<file path="src/rtl/dmem_arbiter.sv">
// dmem_arbiter: round-robin load/store arbiter in front of a single-port-pair
// data memory (one write port, one registered read port), with same-cycle
// store-to-load forwarding and a stallable one-entry load response.
// Optional feature macro: DMEM_INIT_CLEAR_EN -- when defined, the memory is
// cleared to zero (one word per cycle) after every reset release and Busy is
// high for the duration.
module dmem_arbiter #(
  parameter int unsigned NTHREADS = 4,
  parameter int unsigned SIZE     = 128
) (
  input  logic                                 clk,
  input  logic                                 nReset,
  input  logic [NTHREADS-1:0]                  ReqValid,
  input  logic [NTHREADS-1:0]                  ReqWrite,
  input  logic [NTHREADS*$clog2(SIZE)-1:0]     ReqIndex,
  input  logic [NTHREADS*32-1:0]               ReqData,
  output logic [NTHREADS-1:0]                  ReqGrant,
  output logic                                 RespValid,
  output logic [$clog2(NTHREADS)-1:0]          RespThread,
  output logic [31:0]                          RespData,
  input  logic                                 RespReady,
  output logic                                 Busy,
  output logic                                 WriteCache,
  output logic [$clog2(SIZE)-1:0]              CacheIndexWrite,
  output logic [31:0]                          WriteDataCache,
  output logic                                 ReadEnable,
  output logic [$clog2(SIZE)-1:0]              CacheIndexRead,
  input  logic [31:0]                          CacheData
);

  localparam int unsigned TW = $clog2(NTHREADS);
  localparam int unsigned IW = $clog2(SIZE);
  localparam int unsigned DW = 32;

  logic [TW-1:0] ld_ptr, st_ptr;
  logic [TW-1:0] ld_sel, st_sel;
  logic          ld_found, st_found;
  int unsigned   ld_k, st_k;
  logic          ld_gnt, st_gnt;
  logic          run, stall;
  logic [IW-1:0] ld_idx, st_idx;
  logic [DW-1:0] st_data;
  logic          resp_valid;
  logic [TW-1:0] resp_thread;
  logic          fwd_hit;
  logic [DW-1:0] fwd_data;
  logic          init_active;
  logic [IW-1:0] init_cnt;

`ifdef DMEM_INIT_CLEAR_EN
  typedef enum logic {ST_INIT, ST_RUN} state_t;
  state_t state;

  // Clear sequence: one zero write per cycle, then hand over to normal operation
  always_ff @(posedge clk or negedge nReset) begin
    if (!nReset) begin
      state    <= ST_INIT;
      init_cnt <= '0;
    end else if (state == ST_INIT) begin
      init_cnt <= init_cnt + 1'b1;
      if (init_cnt == IW'(SIZE - 1)) state <= ST_RUN;
    end
  end

  assign init_active = (state == ST_INIT);
  assign Busy        = init_active;
`else
  assign init_cnt    = '0;
  assign init_active = 1'b0;
  assign Busy        = 1'b0;
`endif

  assign run   = nReset & ~init_active;
  assign stall = resp_valid & ~RespReady;

  // Rotating-priority search from each pointer upward
  always_comb begin
    ld_found = 1'b0;
    ld_sel   = '0;
    st_found = 1'b0;
    st_sel   = '0;
    ld_k     = 0;
    st_k     = 0;
    for (int unsigned i = 0; i < NTHREADS; i++) begin
      ld_k = (32'(ld_ptr) + i) % NTHREADS;
      st_k = (32'(st_ptr) + i) % NTHREADS;
      if (!ld_found && ReqValid[TW'(ld_k)] && !ReqWrite[TW'(ld_k)]) begin
        ld_found = 1'b1;
        ld_sel   = TW'(ld_k);
      end
      if (!st_found && ReqValid[TW'(st_k)] && ReqWrite[TW'(st_k)]) begin
        st_found = 1'b1;
        st_sel   = TW'(st_k);
      end
    end
  end

  assign ld_gnt  = ld_found & run & ~stall;
  assign st_gnt  = st_found & run;
  assign ld_idx  = ReqIndex[32'(ld_sel)*IW +: IW];
  assign st_idx  = ReqIndex[32'(st_sel)*IW +: IW];
  assign st_data = ReqData[32'(st_sel)*DW +: DW];

  // One-hot grant vector merged from both arbiters
  always_comb begin
    ReqGrant = '0;
    if (ld_gnt) ReqGrant[ld_sel] = 1'b1;
    if (st_gnt) ReqGrant[st_sel] = 1'b1;
  end

  // Memory port drive: clear sequence owns the write port while active
  assign WriteCache      = nReset & (init_active | st_gnt);
  assign CacheIndexWrite = init_active ? init_cnt : st_idx;
  assign WriteDataCache  = init_active ? '0 : st_data;
  assign ReadEnable      = ld_gnt;
  assign CacheIndexRead  = ld_idx;

  // Pointer advance and response tracking; a hit on the same-cycle store is
  // captured here because the memory read returns the pre-write word
  always_ff @(posedge clk or negedge nReset) begin
    if (!nReset) begin
      ld_ptr      <= '0;
      st_ptr      <= '0;
      resp_valid  <= 1'b0;
      resp_thread <= '0;
      fwd_hit     <= 1'b0;
      fwd_data    <= '0;
    end else begin
      if (ld_gnt) ld_ptr <= (32'(ld_sel) == NTHREADS - 1) ? '0 : ld_sel + 1'b1;
      if (st_gnt) st_ptr <= (32'(st_sel) == NTHREADS - 1) ? '0 : st_sel + 1'b1;
      if (ld_gnt) begin
        resp_valid  <= 1'b1;
        resp_thread <= ld_sel;
        fwd_hit     <= st_gnt && (st_idx == ld_idx);
        fwd_data    <= st_data;
      end else if (RespReady) begin
        resp_valid <= 1'b0;
        fwd_hit    <= 1'b0;
      end
    end
  end

  // Read data holds while stalled since no new read is issued
  assign RespValid  = resp_valid;
  assign RespThread = resp_thread;
  assign RespData   = resp_valid ? (fwd_hit ? fwd_data : CacheData) : '0;

endmodule

</file>
<file path="config.mk">
export PLATFORM = sky130hd
export DESIGN_NAME = dmem_arbiter
export DESIGN_NICKNAME = d
export VERILOG_FILES = /design/src/rtl/dmem_arbiter.sv
export SDC_FILE = /design/constraint.sdc
export NUM_CORES = 1
export LEC_CHECK = 0
export CORE_AREA = 3 3 115 145
export CTS_CLUSTER_DIAMETER = 120
export DETAILED_ROUTE_END_ITERATION = 10
export DIE_AREA = 0 0 118 148
export HOLD_SLACK_MARGIN = 0.06
export PLACE_DENSITY_LB_ADDON = 0.08
export SLEW_MARGIN = 20
export SYNTH_ARGS = -nofsm -noshare
export SYNTH_HDL_FRONTEND = slang
export SYNTH_SLANG_ARGS = --single-unit
</file>
<file path="constraint.sdc">
create_clock -name clk -period 6.59 [get_ports clk]
set_input_delay 1.977 -clock clk [delete_from_list [all_inputs] [get_ports clk]]
set_output_delay 1.977 -clock clk [all_outputs]
set_load 0.05 [all_outputs]
</file>
; ---- Word-level counts from Yosys, hierarchy flattened
; Cells that the tools add are included.
; Widths: inputs -> output; s select.
[totals]
register_bits = 40
output_inout_bits = 88
[op_classes]
addsub = 8
n_mul = 2
n_lt_le_gt_ge = 12
n_eq_ne = 3
shift = 3
muxes = 61
bitwise = 8
n_reduce_logical = 28
[op_table]
columns = op, n
row1 = $shiftx 128x8->32, 1
row2 = $mux 32, 2
row3 = $shiftx 28x6->7, 2
row4 = $bmux 1 s2, 16
row5 = $lt 2x3->1 const B, 10
row6 = $mux 1, 29
row7 = $mux 2, 10
row8 = $logic_and 1x1->1, 17
row9 = $logic_not 1->1, 10
row10 = $mul 2x3->5 const B, 2
row11 = $add 2x1->2 const B, 4
row12 = $add 2x2->2 const B, 4
row13 = $mux 4, 2
row14 = $eq 7x7->1, 1
row15 = $and 1x1->1, 5
row16 = $demux 1 s2, 2
row17 = $eq 2x2->1 const B, 2
row18 = $ge 2x1->1 const B, 2
row19 = $or 4x4->4, 1
row20 = $not 1->1, 2
row21 = $reduce_bool 2->1, 1

; ---- Longest topological paths before layout
; Gate-level depths: netlist (run 1).
[logic_depth]
word_depth = 24
mapped_depth = 12

; ---- Worst setup path before layout (run 1)
; OpenSTA, ideal clock, no wires.
[synth_timing]
path_type = input to output
from = input ReqValid[0]
to = output WriteDataCache[0]
t_arrival_ns = 4.104
required_ns = 4.613
path_slack_ns = 0.509
stages = 9
path_cell_list = a32o_1 > a21oi_1 > o22a_1 > buf_6 > buf_4 > buf_2 > buf_2 > nand2_1 > a31oi_1
[synth_via]
elab_chain_len = 17
[synth_lines]
columns = item, line_no
row1 = start: declaration, 13  ; input logic [NTHREADS-1:0] ReqValid,
row2 = $bmux 1 s2, 91  ; if (!st_found && ReqValid[TW'(st_k)] && ReqWrite[TW'(st_k)]) begin
row3 = $mux 1 (not written as such), 91
row4 = $logic_and 1x1->1, 91
row5 = $mux 1, 91
row6 = $logic_not 1->1, 91
row7 = $logic_and 1x1->1 (2 in a row), 91
row8 = $mux 1, 91
row9 = $logic_not 1->1, 91
row10 = $logic_and 1x1->1 (2 in a row), 91
row11 = $mux 1, 91
row12 = $logic_not 1->1, 91
row13 = $logic_and 1x1->1 (2 in a row), 91
row14 = $mux 2 (*), 91
row15 = $shiftx 128x8->32 (*), 102  ; assign st_data = ReqData[32'(st_sel)*DW +: DW];
row16 = end: declaration, 25  ; output logic [31:0] WriteDataCache,
; Mark *: on every way between the ends. The rest lies on a longest branch, timed or not. The select of a mux whose other input is x is not followed.

; ---- Worst setup path after layout (run 1)
[layout_timing]
from = input ReqValid[0]
to = output CacheIndexWrite[4]
[layout_via]
elab_chain_len = 18
[layout_lines]
columns = item, line_no
row1 = $bmux 1 s2, 91
row2 = $mux 1 (not written as such), 91
row3 = $logic_and 1x1->1, 91
row4 = $mux 1, 91
row5 = $logic_not 1->1, 91
row6 = $logic_and 1x1->1 (2 in a row), 91
row7 = $mux 1, 91
row8 = $logic_not 1->1, 91
row9 = $logic_and 1x1->1 (2 in a row), 91
row10 = $mux 1, 91
row11 = $logic_not 1->1, 91
row12 = $logic_and 1x1->1 (2 in a row), 91
row13 = $mux 2 (*), 91
row14 = $mul 2x3->5 (*), 101  ; assign st_idx = ReqIndex[32'(st_sel)*IW +: IW];
row15 = $shiftx 28x6->7 (*), 101
row16 = end: declaration, 24  ; output logic [$clog2(SIZE)-1:0] CacheIndexWrite,
; Marked as above.

==> metrics.csv, run 1 <==
stage,metric,value,unit
synth,syn-num-nets,725,
grt,antenna_found_initial,0,
worst_setup_path,cp_max_fo,33,
synth,synth-seq-cells,40,
pwr,leakage,3.11,nW
cts,htreeDepth,2,
pwr,power.switching,0.864,mW
cts,post-cts-setup-buffers,0,
worst_setup_path,path_delay_family,buffers and inverters,
detailed_routing,drc,0,
cells_and_area,nFillCells,1530,
synth,synthDistinctLibCells,40,
sta,post-route-worst-setup-slack,0.225,ns
detailed_routing,wl_per_cell,18.6,µm
cells_and_area,multi_input_area,2590,µm²
sta,tightest_slew,0.578,ns
detailed_routing,via_per_inst,4.86,
worst_setup_path,crit_slowest_cell,clkdlybuf4s50_1,
placement,gp_congestion,0.933,
sta,finalSetupTns,0,ns
cells_and_area,layout.nets,991,
cells_and_area,antenna_cells,0,
worst_setup_path,ff2ff_setup_slack,3.48,ns
floorplanning,die-area,17500,µm²
cells_and_area,utilization,0.483,
worst_setup_path,crit_top_cell,buf_4,
sta,rsz0062_at_grt,false,
cts,cts_tree,done,
cts,clock_latency,0.28,ns
worst_setup_path,startpoint,ReqValid[0],
placement,io_buffers,285,
cts,cts.sinks,40,
synth,synth_warnings,0,
worst_setup_path,r2r_end,fwd_hit,
cells_and_area,area_growth,96.1,%
hold_path,hp-class,flip-flop to flip-flop,
pwr,p_per_area,258,nW/µm²
worst_setup_path,rr_worst_depth,10,
synth,synth_seq_area_share,0.262,
synth,syn_area_per_cell,7.37,µm²
pwr,ir_worst_vdd,0.106,mV
sta,setup_viol,0,
hold_path,worstHoldStart,RespThread[1],
sta,skew,0.00456,ns
cells_and_area,fin_area,7490,µm²
pwr,power.internal,1.07,mW
cts,ctsResizeCount,0,
floorplanning,ios,287,
cells_and_area,final-seq-area,1000,µm²
pwr,clkPwrFrac,0.122,
cts,cts_root_buf,clkbuf_16,
worst_setup_path,r2r-start,st_ptr[1],
floorplanning,die_h,148,µm
worst_setup_path,path_buf_inv,4,
placement,place_ws,0.234,ns
detailed_routing,drt-pass1-iter-count,4,
worst_setup_path,critPathArrivalTime,4.39,ns
placement,dp.cells,989,
cells_and_area,layout.cells.non_filler,996,
grt,grt_use_total,0.207,
worst_setup_path,worstPathRequired,4.61,ns
detailed_routing,vias,4839,
sta,period_minus_slack,6.37,ns
hold_path,min_to,RespThread[1],
cells_and_area,layout_common_cells,"clkdlybuf4s50_1, nand2_1, buf_12",
cts,clk_path_buf_depth,2,
sta,period_share,0.966,
run_status,status,completed,
worst_setup_path,start_kind,input port,
job,drv_cap,0,
sta,hold_viol_final,0,
pwr,switching_share,0.447,
placement,placedInstanceArea,7360,µm²
sta,relSlewSlack,0.615,
worst_setup_path,crit_type,input port to output port,
synth,syn_inst,518,
worst_setup_path,worstPathCellList,"clkdlybuf4s50_1, a32o_1, a21oi_1, o22a_2, buf_4, buf_4, nand2_1, a32oi_1, buf_12",
floorplanning,num_rows,51,
detailed_routing,drt_iter0_drc,225,
floorplanning,coreArea,15500,µm²
sta,final_max_slew_viol_count,0,
hold_path,hold_depth,1,
cells_and_area,layout-drive-gt1-share,0.152,
grt,grt-ovfl-total,0,
floorplanning,die_width,118,µm
cts,cts_hold_buffers,0,
grt,grt_pass1_wl,28.6,mm
pwr,comb_power_share,0.677,
synth,synthesis.area,3820,µm²
cts,clk_pin_slew_worst_paths,0.06,ns
floorplanning,start_util,0.246,
worst_setup_path,crit_path_max_incr_delay,0.49,ns
worst_setup_path,setup.worst_path.end_class,output port,
cells_and_area,layout_commonest_cell,clkdlybuf4s50_1,
detailed_routing,antenna_left,0,
pwr,seq_power_share,0.201,
grt,grt_pass1_vias,4992,
placement,post-dp-hpwl,14.4,mm
grt,grt_max_degree,42,
cts,numCtsBuffers,5,
sta,clock.fmax,0.157,GHz
detailed_routing,drt_wl_total,18.6,mm
[cell usage after synthesis (all sizes together)]
cell | n | area (µm²)
a22o | 4 | 35.0
nor3 | 1 | 10.0
nor4bb | 1 | 10.0
conb | 1 | 3.75
o311ai | 1 | 16.3
clkbuf | 19 | 71.3
a211oi | 1 | 12.5
or4 | 1 | 7.51
o22a | 1 | 8.76
ha | 8 | 100
dfrtp | 40 | 1000
xnor2 | 4 | 35.0
nor3b | 1 | 7.51
inv | 9 | 38.8
o21a | 2 | 15.0
nor2 | 35 | 131
a32o | 1 | 10.0
mux2 | 35 | 394
and3b | 1 | 8.76
xor2 | 3 | 26.3
nand3 | 2 | 10.0
and3 | 32 | 200
a31oi | 33 | 206
a21oi | 19 | 95.1
o21ai | 5 | 25.0
mux2i | 32 | 320
nand2 | 177 | 664
buf | 23 | 143
nand2b | 4 | 25.0
a32oi | 14 | 123
nand4 | 3 | 18.8
nor4b | 1 | 15.0
o32ai | 1 | 8.76
and2 | 2 | 12.5
and2b | 1 | 10.0
[per-layer routing]
metal | part of all wire | track usage | vias to the layer above
li1 | - | - | 2321
met1 | 0.39 | 0.234 | 2283
met2 | 0.53 | 0.392 | 221
met3 | 0.071 | 0.0517 | 14
met4 | 0.013 | 0.0416 | 0
met5 | 0 | 0 | -
[power by group through the flow]
stage               registers [mW]  clock network [mW]  logic, mW
finish                       0.389               0.236       1.31
global route                 0.401               0.257       1.38
CTS                          0.390               0.249       1.32
detailed placement           0.395                   0       1.32
global placement             0.391                   0       1.31
floorplan                    0.392                   0      0.694
[registers in the layout, summed over array words and instances, names as in the netlist]
register    cells
fwd_data       32
RespThread      2
ld_ptr          2
st_ptr          2
RespValid       1
fwd_hit         1
[layout make-up]
| cell class | instances | area share |
|---|---|---|
| Multi-Input combinational cell | 427 | 0.345 |
| Clock inverter | 1 | 0.000668 |
| Inverter | 9 | 0.00518 |
| Timing Repair Buffer | 301 | 0.463 |
| Sequential cell | 40 | 0.134 |
| Clock buffer | 6 | 0.0172 |
| Tap cell | 212 | 0.0354 |
[how the worst max path moves through the flow]
stage / slack [ns] / depth (start not counted) / endpoint
floorplan: 0.51 / 9 / WriteDataCache[0]
global placement: 0.25 / 9 / CacheIndexWrite[0]
detailed placement: 0.23 / 9 / CacheIndexWrite[4]
CTS: 0.22 / 9 / CacheIndexWrite[4]
global route: 0.04 / 9 / CacheIndexWrite[4]
finish: 0.22 / 9 / CacheIndexWrite[4]
[worst reg2reg max path: cells and delay by family, from the launching register on]
kind,cells,cell delay [ns]
buffers and inverters,2,0.61
AND/OR/NAND/NOR,2,0.62
XOR/XNOR,1,0.14
flip-flops,1,0.46
AO/OA/AOI/OAI,5,1.18
[stage by stage]
stage	hold slack [ns]	power [mW]
global route	0.520	2.04
detailed placement	0.497	1.71
CTS	0.511	1.96
finish	0.505	1.93
floorplan	0.480	1.09
global placement	0.490	1.70
[kinds of logic after synthesis]
kind of cell,share of synthesized area
buf+inv,0.0662
flops,0.262
fa+ha+maj,0.0262
xor+xnor,0.0161
compound gates,0.145
simple gates,0.296
other cells,0.000982
mux,0.187
No activity file was read; power rests on OpenSTA's default activity.
==> inputs of run 2 (changes only) <==
Settings changed: CORE_AREA 3 3 115 145 to 3 3 111 113, DIE_AREA 0 0 118 148 to 0 0 114 116.
==> run 2 against run 1 <==
Net effect: cell count fell by 6.8%; clock skew barely moved; global-route usage rose by 5.3 points; critical endpoint is now ReqGrant[0].
==> metrics.csv, run 2 (synthesized netlist as in run 1, its figures left out) <==
stage,metric,value,unit,change
detailed_routing,wl_per_cell,19.6,µm,+5.0%
detailed_routing,drc,0,,unchanged
worst_setup_path,cp_max_fo,18,,-45%
job,drv_cap,0,,unchanged
grt,grt_use_total,0.259,,+0.0526
floorplanning,die-area,13200,µm²,-24%
sta,period_minus_slack,6.39,ns,+0.0249 ns
detailed_routing,drt_wl_total,18.1,mm,-2.2%
sta,clock.fmax,0.156,GHz,-0.39%
cells_and_area,layout.cells.non_filler,928,,-6.8%
grt,antenna_found_initial,0,,unchanged
floorplanning,start_util,0.335,,+0.0882
floorplanning,coreArea,11400,µm²,-26%
floorplanning,num_rows,39,,-24%
detailed_routing,vias,4908,,+1.4%
worst_setup_path,crit_type,input port to output port,,
cts,clock_latency,0.28,ns,about the same
cts,numCtsBuffers,5,,unchanged
sta,tightest_slew,1.08,ns,+0.503 ns
floorplanning,die_width,114,µm,-3.4%
grt,grt_pass1_vias,5025,,+0.66%
pwr,p_per_area,262,nW/µm²,+1.7%
worst_setup_path,setup.worst_path.end_class,output port,,
cts,cts_root_buf,clkbuf_16,,
placement,dp.cells,921,,-6.9%
grt,grt-ovfl-total,0,,unchanged
sta,rsz0062_at_grt,false,,
cells_and_area,layout-drive-gt1-share,0.154,,+0.00235
worst_setup_path,critPathArrivalTime,4.41,ns,+0.02 ns
sta,setup_viol,0,,unchanged
pwr,leakage,3.10,nW,-0.17%
cts,cts_hold_buffers,0,,unchanged
cells_and_area,layout.nets,992,,+0.10%
cells_and_area,antenna_cells,0,,unchanged
placement,io_buffers,285,,unchanged
sta,hold_viol_final,0,,unchanged
detailed_routing,antenna_left,0,,unchanged
sta,hold_ws,0.509,ns,+0.00348 ns
pwr,ir_worst_vdd,0.142,mV,+34%
worst_setup_path,start_kind,input port,,
cells_and_area,largest_reg_flops,32,,unchanged
hold_path,hp-class,flip-flop to flip-flop,,
cells_and_area,regMostFlops,fwd_data,,
grt,grt_max_degree,42,,unchanged
cts,htreeDepth,2,,unchanged
run_status,status,completed,,
sta,finalSetupTns,0,ns,unchanged
cts,cts.sinks,40,,unchanged
cts,clk_path_buf_depth,2,,unchanged
sta,relSlewSlack,0.279,,-0.336
placement,post-dp-hpwl,14.3,mm,-0.51%
sta,final_max_slew_viol_count,0,,unchanged
detailed_routing,drt_iter0_drc,332,,+48%
placement,gp_congestion,0.920,,-1.4%
detailed_routing,via_per_inst,5.29,,+8.9%
cells_and_area,utilization,0.647,,+0.164
pwr,power,1.94,mW,+0.26%
grt,grt_pass1_wl,27.0,mm,-5.6%
detailed_routing,drt-pass1-iter-count,6,,+2
sta,skew,0.00464,ns,+0.0000810 ns
worst_setup_path,worstPathRequired,4.61,ns,about the same
floorplanning,die_h,116,µm,-22%
cells_and_area,layout_commonest_cell,clkdlybuf4s50_1,,
cts,cts_tree,done,,
cells_and_area,layout_common_cells,"clkdlybuf4s50_1, nand2_1, buf_12",,
cts,post-cts-setup-buffers,0,,unchanged
cts,ctsResizeCount,0,,unchanged
cts,clk_pin_slew_worst_paths,0.06,ns,about the same
sta,period_share,0.970,,+0.00379
cells_and_area,area_growth,93.4,%,
floorplanning,ios,287,,unchanged
-- run 2: worst max-delay path: stages --
cell and delay [ns]:
clkdlybuf4s50_1 0.57, and3b_1 0.23, nor3_2 0.11, o21a_1 0.64, inv_4 0.22, ha_1 0.25, a22o_1 0.22, buf_4 0.19
-- run 2: worst paths after layout --
path                         startpoint           end  slack, ns  cells past startpoint
max in group asynchronous        nReset       fwd_hit       4.33                      2
min                        fwd_data[19]  fwd_data[19]       0.51                      1
max reg2reg                   ld_ptr[1]       fwd_hit       3.66                      9
min reg2reg                fwd_data[19]  fwd_data[19]       0.51                      1
min in group asynchronous        nReset  fwd_data[28]       1.85                      2
max                         ReqWrite[0]   ReqGrant[0]       0.20                      8
-- run 2: through the flow --
stage / worst slack, ns / cell area (µm²)
floorplan: 0.509 / 3820
global placement: 0.261 / 7250
detailed placement: 0.215 / 7250
CTS: 0.205 / 7390
global route: 0.0275 / 7390
finish: 0.200 / 7390
-- run 2: area by class of cell --
cell class / count / area [µm²]
Clock buffer: 6 / 129
Sequential cell: 40 / 1000
Tap cell: 143 / 179
Inverter: 9 / 38.8
Timing Repair Buffer: 302 / 3450
Fill cell: 980 / 4030
Multi-Input combinational cell: 427 / 2590
Clock inverter: 1 / 5.00
-- run 2: report_power, final --
part / internal (mW) / switching, mW / total (mW) / leakage, nW
clock: 0.138 / 0.101 / 0.239 / 0.0667
sequential: 0.335 / 0.0589 / 0.394 / 0.466
combinational: 0.594 / 0.712 / 1.31 / 2.57
total: 1.07 / 0.871 / 1.94 / 3.10
-- run 2: routing by layer --
metal	global-route usage	wire length [µm]
met1	0.289	6800
met2	0.499	9590
met3	0.0559	1460
met4	0.0625	296
met5	0	0
==> inputs of run 3 (changes only) <==
Settings changed: MAX_ROUTING_LAYER from default to met4.
==> run 3 against run 2 <==
Net effect: register-to-register slack better by 0.02 ns; flip-flop and latch count did not move; wire length is 1.1% lower; largest cell class unchanged.
==> metrics.csv, run 3 (synthesized netlist as in run 1, its figures left out) <==
stage,metric,value,unit,change
sta,relSlewSlack,0.304,,+0.0254
cells_and_area,utilization,0.650,,+0.00307
cells_and_area,fin_area,7420,µm²,+0.47%
pwr,p_per_area,268,nW/µm²,+2.0%
sta,clock.fmax,0.157,GHz,+0.16%
placement,io_buffers,285,,unchanged
floorplanning,ios,287,,unchanged
placement,gp_congestion,0.949,,+3.1%
worst_setup_path,start_kind,input port,,
sta,skew,0.00553,ns,+0.000893 ns
worst_setup_path,worstPathRequired,4.61,ns,about the same
cts,cts_hold_buffers,0,,unchanged
worst_setup_path,critPathArrivalTime,4.40,ns,about the same
placement,placedInstanceArea,7260,µm²,about the same
cts,numCtsBuffers,5,,unchanged
sta,finalSetupTns,0,ns,unchanged
cells_and_area,layout_commonest_cell,clkdlybuf4s50_1,,
cts,clk_pin_slew_worst_paths,0.06,ns,about the same
pwr,power,1.99,mW,+2.5%
worst_setup_path,crit_path_max_incr_delay,0.59,ns,-0.05 ns
worst_setup_path,crit_slowest_cell,clkdlybuf4s50_1,,
cells_and_area,layout_common_cells,"clkdlybuf4s50_1, nand2_1, buf_12",,
detailed_routing,drt_iter0_drc,327,,-1.5%
hold_path,hp-class,flip-flop to flip-flop,,
placement,post-dp-hpwl,14.0,mm,-1.9%
cts,cts_root_buf,clkbuf_16,,
sta,hold_viol_final,0,,unchanged
cells_and_area,layout-drive-gt1-share,0.154,,unchanged
grt,grt_pass1_wl,26.3,mm,-2.7%
cells_and_area,area_growth,94.3,%,
cts,ctsResizeCount,0,,unchanged
worst_setup_path,setup.worst_path.end_class,output port,,
floorplanning,die_width,114,µm,unchanged
sta,final_max_slew_viol_count,0,,unchanged
grt,grt_pass1_vias,4882,,-2.8%
grt,grt_max_degree,47,,+12%
detailed_routing,drt_wl_total,18.0,mm,-1.1%
detailed_routing,drt-pass1-iter-count,5,,-1
sta,period_share,0.968,,-0.00152
sta,hold_ws,0.507,ns,-0.00159 ns
floorplanning,coreArea,11400,µm²,unchanged
cells_and_area,layout.nets,991,,-0.10%
cells_and_area,regMostFlops,fwd_data,,
grt,grt-ovfl-total,0,,unchanged
job,drv_cap,0,,unchanged
pwr,ir_worst_vdd,0.150,mV,+5.4%
cts,cts.sinks,40,,unchanged
grt,antenna_found_initial,0,,unchanged
sta,tightest_slew,1.04,ns,-0.0380 ns
floorplanning,die_h,116,µm,unchanged
detailed_routing,wl_per_cell,19.3,µm,-1.1%
cts,post-cts-setup-buffers,0,,unchanged
cells_and_area,largest_reg_flops,32,,unchanged
cts,htreeDepth,2,,unchanged
cts,clk_path_buf_depth,2,,unchanged
run_status,status,completed,,
cts,cts_tree,done,,
detailed_routing,antenna_left,0,,unchanged
floorplanning,die-area,13200,µm²,unchanged
detailed_routing,drc,0,,unchanged
worst_setup_path,crit_type,input port to output port,,
sta,rsz0062_at_grt,false,,
worst_setup_path,cp_max_fo,31,,+13
cts,clock_latency,0.29,ns,about the same
sta,setup_viol,0,,unchanged
cells_and_area,antenna_cells,0,,unchanged
worst_setup_path,worstPathCellList,"clkdlybuf4s50_1, nand2_1, o21a_1, o22a_2, inv_4, buf_12, nand2_1, and3_1, a31oi_1, buf_12",,
floorplanning,start_util,0.335,,unchanged
sta,period_minus_slack,6.38,ns,-0.0100 ns
detailed_routing,via_per_inst,5.25,,-0.73%
pwr,leakage,3.12,nW,+0.43%
grt,grt_use_total,0.262,,+0.00263
floorplanning,num_rows,39,,unchanged
detailed_routing,vias,4872,,-0.73%
[run 3: power breakdown]
part,leakage (nW),internal [mW],switching [mW]
Sequential,0.466,0.335,0.0592
Clock,0.0808,0.178,0.105
Combinational,2.57,0.596,0.713
[run 3: final timing paths]
kind	startpoint	to	slack [ns]	cells after the start
worst max register to register	st_ptr[1]	fwd_hit	3.68	10
worst min-delay path	fwd_data[31]	fwd_data[31]	0.51	1
worst max-delay path	ReqWrite[0]	WriteDataCache[30]	0.21	10
max in group asynchronous	nReset	fwd_hit	4.34	2
min in group asynchronous	nReset	fwd_data[28]	1.83	2
worst min register to register	fwd_data[31]	fwd_data[31]	0.51	1
[run 3: metal layers]
layer  vias to the layer above  wire [µm]  GRT usage
met5                         -          0          -
met3                        25       1360     0.0533
li1                       2322          -          -
met1                      2310       6860      0.297
met4                         0        405     0.0776
met2                       215       9330      0.466
[run 3: layout make-up]
cell class | count | area [µm²]
well taps | 143 | 179
repair buffers | 301 | 3450
multi-input cells | 427 | 2590
clock inverters | 2 | 35.0
flip-flops and latches | 40 | 1000
inverters | 9 | 38.8
clock buffers | 6 | 129
fillers | 988 | 4000
[run 3: metrics by stage]
step                      worst slack [ns]  std cells
after floorplan                      0.509        518
after global placement               0.272        920
after detailed placement             0.221        920
after CTS                            0.218        928
after global routing                0.0667        928
final                                0.210        928
[run 3: critical path: cells and delay by family]
family / cells / cell delay, ns
AO/OA/AOI/OAI: 3 / 0.77
buffers and inverters: 4 / 1.30
AND/OR/NAND/NOR: 3 / 0.34
